==> src/rtl/pb_debouncer_pkg.sv <==
// Shared defaults and sizing helpers for the push-button debouncer array.
// Default timings assume a 50 MHz system clock.
package pb_debouncer_pkg;

  localparam int CLK_HZ            = 50_000_000;
  // 10 ms acceptance window and 1 s long-press threshold
  localparam int DEF_STABLE_CYCLES = CLK_HZ / 100;
  localparam int DEF_LONG_CYCLES   = CLK_HZ;

  // Bits needed to count 0..value-1, never less than one bit.
  function automatic int cnt_width(input int unsigned value);
    return (value <= 32'd2) ? 1 : $clog2(value);
  endfunction

endpackage

==> src/rtl/pb_debouncer_array_ch.sv <==
// Single debounced button channel: synchronizer, stability filter,
// press/release edge pulses and a saturating long-press detector.
module debounce_ch
  import pb_debouncer_pkg::*;
#(
  parameter int STABLE_CYCLES = DEF_STABLE_CYCLES,
  parameter int LONG_CYCLES   = DEF_LONG_CYCLES,
  parameter bit ACTIVE_LOW    = 1'b0
) (
  input  logic clk,
  input  logic rst,
  input  logic pb_in,
  output logic pb_out,
  output logic rise,
  output logic fall,
  output logic long_press
);

  localparam int SW = cnt_width(STABLE_CYCLES);
  localparam int HW = cnt_width(LONG_CYCLES + 1);
  localparam logic [SW-1:0] STABLE_LAST = SW'(STABLE_CYCLES - 1);
  localparam logic [HW-1:0] LONG_MAX    = HW'(LONG_CYCLES);
  localparam logic [HW-1:0] LONG_LAST   = HW'(LONG_CYCLES - 1);

  logic          sync1_reg;
  logic          sync2_reg;
  logic          level;
  logic [SW-1:0] stable_cnt_reg, stable_cnt_next;
  logic [HW-1:0] hold_cnt_reg, hold_cnt_next;
  logic          pb_out_reg, pb_out_next;
  logic          rise_reg, rise_next;
  logic          fall_reg, fall_next;

  always_comb begin
    level           = sync2_reg ^ ACTIVE_LOW;
    stable_cnt_next = '0;
    pb_out_next     = pb_out_reg;
    rise_next       = 1'b0;
    fall_next       = 1'b0;
    hold_cnt_next   = '0;

    if (level != pb_out_reg) begin
      if (stable_cnt_reg == STABLE_LAST) begin
        pb_out_next = level;
        rise_next   = level;
        fall_next   = ~level;
      end else begin
        stable_cnt_next = stable_cnt_reg + 1'b1;
      end
    end

    // Saturating above the trigger value keeps long_press to one pulse per press
    if (pb_out_reg) begin
      hold_cnt_next = (hold_cnt_reg == LONG_MAX) ? hold_cnt_reg : hold_cnt_reg + 1'b1;
    end
  end

  always_ff @(posedge clk) begin
    if (!rst) begin
      sync1_reg      <= ACTIVE_LOW;
      sync2_reg      <= ACTIVE_LOW;
      stable_cnt_reg <= '0;
      hold_cnt_reg   <= '0;
      pb_out_reg     <= 1'b0;
      rise_reg       <= 1'b0;
      fall_reg       <= 1'b0;
    end else begin
      sync1_reg      <= pb_in;
      sync2_reg      <= sync1_reg;
      stable_cnt_reg <= stable_cnt_next;
      hold_cnt_reg   <= hold_cnt_next;
      pb_out_reg     <= pb_out_next;
      rise_reg       <= rise_next;
      fall_reg       <= fall_next;
    end
  end

  // Hold count is 0 in the rise cycle, so LONG_LAST marks the LONG_CYCLES-th pressed cycle
  assign long_press = pb_out_reg & (hold_cnt_reg == LONG_LAST);
  assign pb_out     = pb_out_reg;
  assign rise       = rise_reg;
  assign fall       = fall_reg;

endmodule

==> src/rtl/pb_debouncer_array.sv <==
// Array of independent debounced push-button channels with a shared
// "any button pressed" flag.
module pb_debouncer_array
  import pb_debouncer_pkg::*;
#(
  parameter int N_CH          = 4,
  parameter int STABLE_CYCLES = DEF_STABLE_CYCLES,
  parameter int LONG_CYCLES   = DEF_LONG_CYCLES,
  parameter bit ACTIVE_LOW    = 1'b0
) (
  input  logic            clk,
  input  logic            rst,
  input  logic [N_CH-1:0] pb_in,
  output logic [N_CH-1:0] pb_out,
  output logic [N_CH-1:0] rise,
  output logic [N_CH-1:0] fall,
  output logic [N_CH-1:0] long_press,
  output logic            any_pressed
);

  generate
    for (genvar gi = 0; gi < N_CH; gi++) begin : g_ch
      debounce_ch #(
        .STABLE_CYCLES(STABLE_CYCLES),
        .LONG_CYCLES  (LONG_CYCLES),
        .ACTIVE_LOW   (ACTIVE_LOW)
      ) u_ch (
        .clk       (clk),
        .rst       (rst),
        .pb_in     (pb_in[gi]),
        .pb_out    (pb_out[gi]),
        .rise      (rise[gi]),
        .fall      (fall[gi]),
        .long_press(long_press[gi])
      );
    end
  endgenerate

  assign any_pressed = |pb_out;

endmodule

==> config.mk <==
export PLATFORM = sky130hd
export DESIGN_NAME = pb_debouncer_array
export DESIGN_NICKNAME = d
export VERILOG_FILES = /design/src/rtl/pb_debouncer_pkg.sv /design/src/rtl/pb_debouncer_array_ch.sv /design/src/rtl/pb_debouncer_array.sv
export SDC_FILE = /design/constraint.sdc
export NUM_CORES = 1
export LEC_CHECK = 0
export BUFFER_PORTS_ARGS = -buffer_cell sky130_fd_sc_hd__buf_2
export CORE_MARGIN = 5
export CORE_UTILIZATION = 65
export CTS_BUF_LIST = sky130_fd_sc_hd__clkbuf_16
export DETAILED_ROUTE_END_ITERATION = 16
export GPL_ROUTABILITY_DRIVEN = 1
export PLACE_DENSITY = 0.92
export SYNTH_ARGS = -nofsm -noshare
export SYNTH_HDL_FRONTEND = slang
export SYNTH_HIERARCHICAL = 1
export SYNTH_SLANG_ARGS = --single-unit
==> constraint.sdc <==
create_clock -name clk -period 3.9 [get_ports clk]
set_input_delay 0 -clock clk [delete_from_list [all_inputs] [get_ports clk]]
set_output_delay 0 -clock clk [all_outputs]
set_load 0.1 [all_outputs]
==> results.sh <==
export IMPL_cts_htree_levels=4
export IMPL_rows=43
export IMPL_clock_skew_ns=0.006631
export IMPL_p_leak_uw=0.002879
export IMPL_diodes=0
export IMPL_cts_made_buffers=17
export IMPL_p_sw_share_pct=20.00
export IMPL_antenna_found_initial=0
export IMPL_finalMaxSlewViolations=0
export IMPL_grt_pass1_wl_um=31760
export IMPL_nets=1082
export IMPL_largest_reg_flops=104
export IMPL_gr_max_usage_layer="met2"
export IMPL_viasPerCell=6.107
export IMPL_worst_path_max_delay_cell="buf_2"
export IMPL_clk_insertion_delay_late_ns=0.43
export IMPL_crit_type="flip-flop to primary output"
export IMPL_core_area_um2=13770
export IMPL_pre_cts_slack_ns=1.727
export IMPL_seqCellArea_um2=4004
export IMPL_grt_setup_unrepaired="no"
export IMPL_cts_setup_buffers=0
export IMPL_crit_family="simple AND/OR/NAND/NOR gates"
export IMPL_dieWidth_um=128.0
export IMPL_first_pass_iters=5
export IMPL_hold_viol_final=0
export IMPL_fill_cells=1016
export IMPL_required_ns=3.90
export IMPL_multi_input_area_um2=4787
export IMPL_num_vias=7671
export IMPL_status="completed"
export IMPL_clkTransAtPathRegs_ns=0.07
export IMPL_finalCriticalPeriod_ns=2.286
export IMPL_cap_violations=0
export IMPL_start_util_pct=65.68
export IMPL_cp_start_kind="flip-flop"
export IMPL_gr_usage_met3_pct=5.167
export IMPL_synth_cell_types=30
export IMPL_max_clock_freq_mhz=437.4
export IMPL_total_power_uw=3818
export IMPL_p_sw_uw=763.7
export IMPL_die_area_um2=16380
export IMPL_drc=0
export IMPL_cts_tree="built"
export IMPL_setup_ws_ns=1.614
export IMPL_grtUsageMet1_pct=28.72
export IMPL_yosysWarnings=6
export IMPL_gr_total_overflow=0
export IMPL_grt_pass1_vias=7082
export IMPL_layoutNonFillerInstCount=1256
export IMPL_drive_above_1_share_pct=5.948
export IMPL_ys_seq_area_share_pct=44.26
export IMPL_ir_worst_vdd_v=0.0003432
export IMPL_synthesis_area_um2=9046
export IMPL_grt_max_degree=25
export IMPL_io_pins=23
export IMPL_power_density_nw_per_um2=386.9
export IMPL_io_buffers=22
export IMPL_finalSetupTns_ns=0
export IMPL_syn_nets=1079
export IMPL_syn_area_per_cell_um2=8.526
export IMPL_internal_power_uw=3055
export IMPL_cp_num_buf_inv=1
export IMPL_slowest_delay_ns=0.49
export IMPL_wl_per_cell_um=14.38
export IMPL_dpl_cell_count=1221
export IMPL_clock_sinks=200
export IMPL_die_h_um=128.0
export IMPL_drt_total_wl_um=18070
export IMPL_finalSetupViolCount=0
export IMPL_period_share_pct=58.62
export IMPL_grtUsageMet2_pct=39.53
export IMPL_dp_hpwl_um=11940
export IMPL_arrival_ns=2.29
export IMPL_path_cells="nor4_1 -> nand2_1 -> or3_1 -> nor4_2 -> buf_2"
export IMPL_synth_seq_cells=200
export IMPL_critPathMaxFanout=4
export IMPL_p_comb_share_pct=0.6
export IMPL_clock_path_buffers=2
export IMPL_clock_root_buffer="clkbuf_16"
export IMPL_gp_congestion=0.8749
export IMPL_grt_total_usage_pct=22.89
export IMPL_syn_to_final_growth_pct=9.101
export IMPL_finish_instance_area_um2=9869
export IMPL_drt_iter0_markers=465
export IMPL_min_path_type="input pin to flip-flop"
export IMPL_final_antenna_net_count=0
export IMPL_synthCells=1061
export IMPL_p_clk_share_pct=45.7
export IMPL_worst_pin_slew_ns=1.166
export IMPL_slew_headroom_pct=21.73
export IMPL_post_dp_cell_area_um2=9246
export IMPL_pwr_share_seq_pct=53.7
export IMPL_end_kind="primary output"
## final timing paths
| path | cells after the start | startpoint | slack, ns | endpoint |
|---|---|---|---|---|
| max reg2reg | 4 | g_ch[3].u_ch/hold_cnt_reg[2] | 1.67 | g_ch[3].u_ch/hold_cnt_reg[24] |
| min reg2reg | 1 | g_ch[1].u_ch/sync1_reg | 0.43 | g_ch[1].u_ch/level |
| max | 5 | g_ch[2].u_ch/hold_cnt_reg[8] | 1.61 | long_press[2] |
| min | 3 | rst | 0.06 | g_ch[0].u_ch/rise |
## tightest hold or removal path: cells and delay by family
family | cells | cell delay (ns)
buf+inv | 1 | 0.25
simple gates | 2 | 0.20
## routing by layer
layer	share of wire (%)	wire length, um
met3	3.8	694
met4	1.7	303
met5	0	0
met2	50	8962
met1	45	8106
## cell usage in the layout (no fill, tap or decap), drive strengths merged, types with 12 or more instances in the layout
cell    Yosys  routed
a21oi      72      72
and2       24      24
and3       12      12
and4       20      20
buf         4      24
clkbuf     40      17
dfxtp     200     200
ha         12      12
inv        28      32
nand2      96      96
nand3      56      56
nand4      44      44
nor2      104     104
nor3       16      16
nor4       20      20
nor4b      16      16
o21ai      56      56
o31ai      36      36
or3        52      52
or4        41      41
xnor2      40      40
xor2       48      48
## kinds of logic (layout without fill, tap and decap cells)
kind of cell | count (synthesis) | after routing | share of synthesized area, %
and+or+nand+nor | 513 | 513 | 31.18
DFF | 200 | 200 | 44.26
AOI/OAI and AO/OA | 168 | 168 | 10.40
xor gates and xnor gates | 88 | 88 | 8.520
buffers and inverters | 72 | 87 | 3.098
adders and majority gates | 12 | 12 | 1.660
muxes | 8 | 8 | 0.8852
## power groups by stage
stage               Combinational (uW)  Clock [uW]  Sequential (uW)
floorplan                         9.91           0             2100
global placement                  18.8           0             2100
detailed placement                19.2           0             2100
CTS                               22.4        1780             2050
global route                      24.8        1870             2050
finish                            22.3        1750             2050
## final cells by class
| class | instances | share of cell area, % |
|---|---|---|
| well taps | 180 | 2.282 |
| clock inverters | 14 | 1.597 |
| multi-input cells | 789 | 48.50 |
| flip-flops and latches | 200 | 40.57 |
| inverters | 28 | 1.065 |
| repair buffers | 28 | 1.673 |
| clock buffers | 17 | 4.310 |
## synth_stat cells, drive strengths merged
cell    instances  area, um^2
nor4b          16       140.1
nand2          96       360.4
or3            52       325.3
mux2i           8       80.08
nor3b           4       30.03
and3           12       75.07
xor2           48       420.4
ha             12       150.1
xnor2          40       350.3
nand4          44       300.3
clkbuf         40       155.2
o31ai          36       270.3
inv            28       105.1
and2           24       150.1
nor4           20       125.1
o21ai          56       280.3
nor2          104       390.4
a211oi          4       30.03
a21oi          72       360.4
nand3b          8       60.06
and4           20       175.2
nor3           16       80.08
buf             4       20.02
or4            41       307.8
nand3          56       300.3
dfxtp         200        4004
## repair_timing
action,4_1_cts,5_1_grt
hold buffers,4,0
resized for setup,0,0
endpoints found under the hold margin,4,0
## per-stage QoR
stage	hold WS (ns)	utilization [%]
after global placement	0.2079	67.13
after floorplan	0.1217	-
after CTS	0.04937	71.66
after global routing	0.08206	71.66
after detailed placement	0.2123	67.13
final	0.06264	71.66
(Power assumes the default switching activity.)
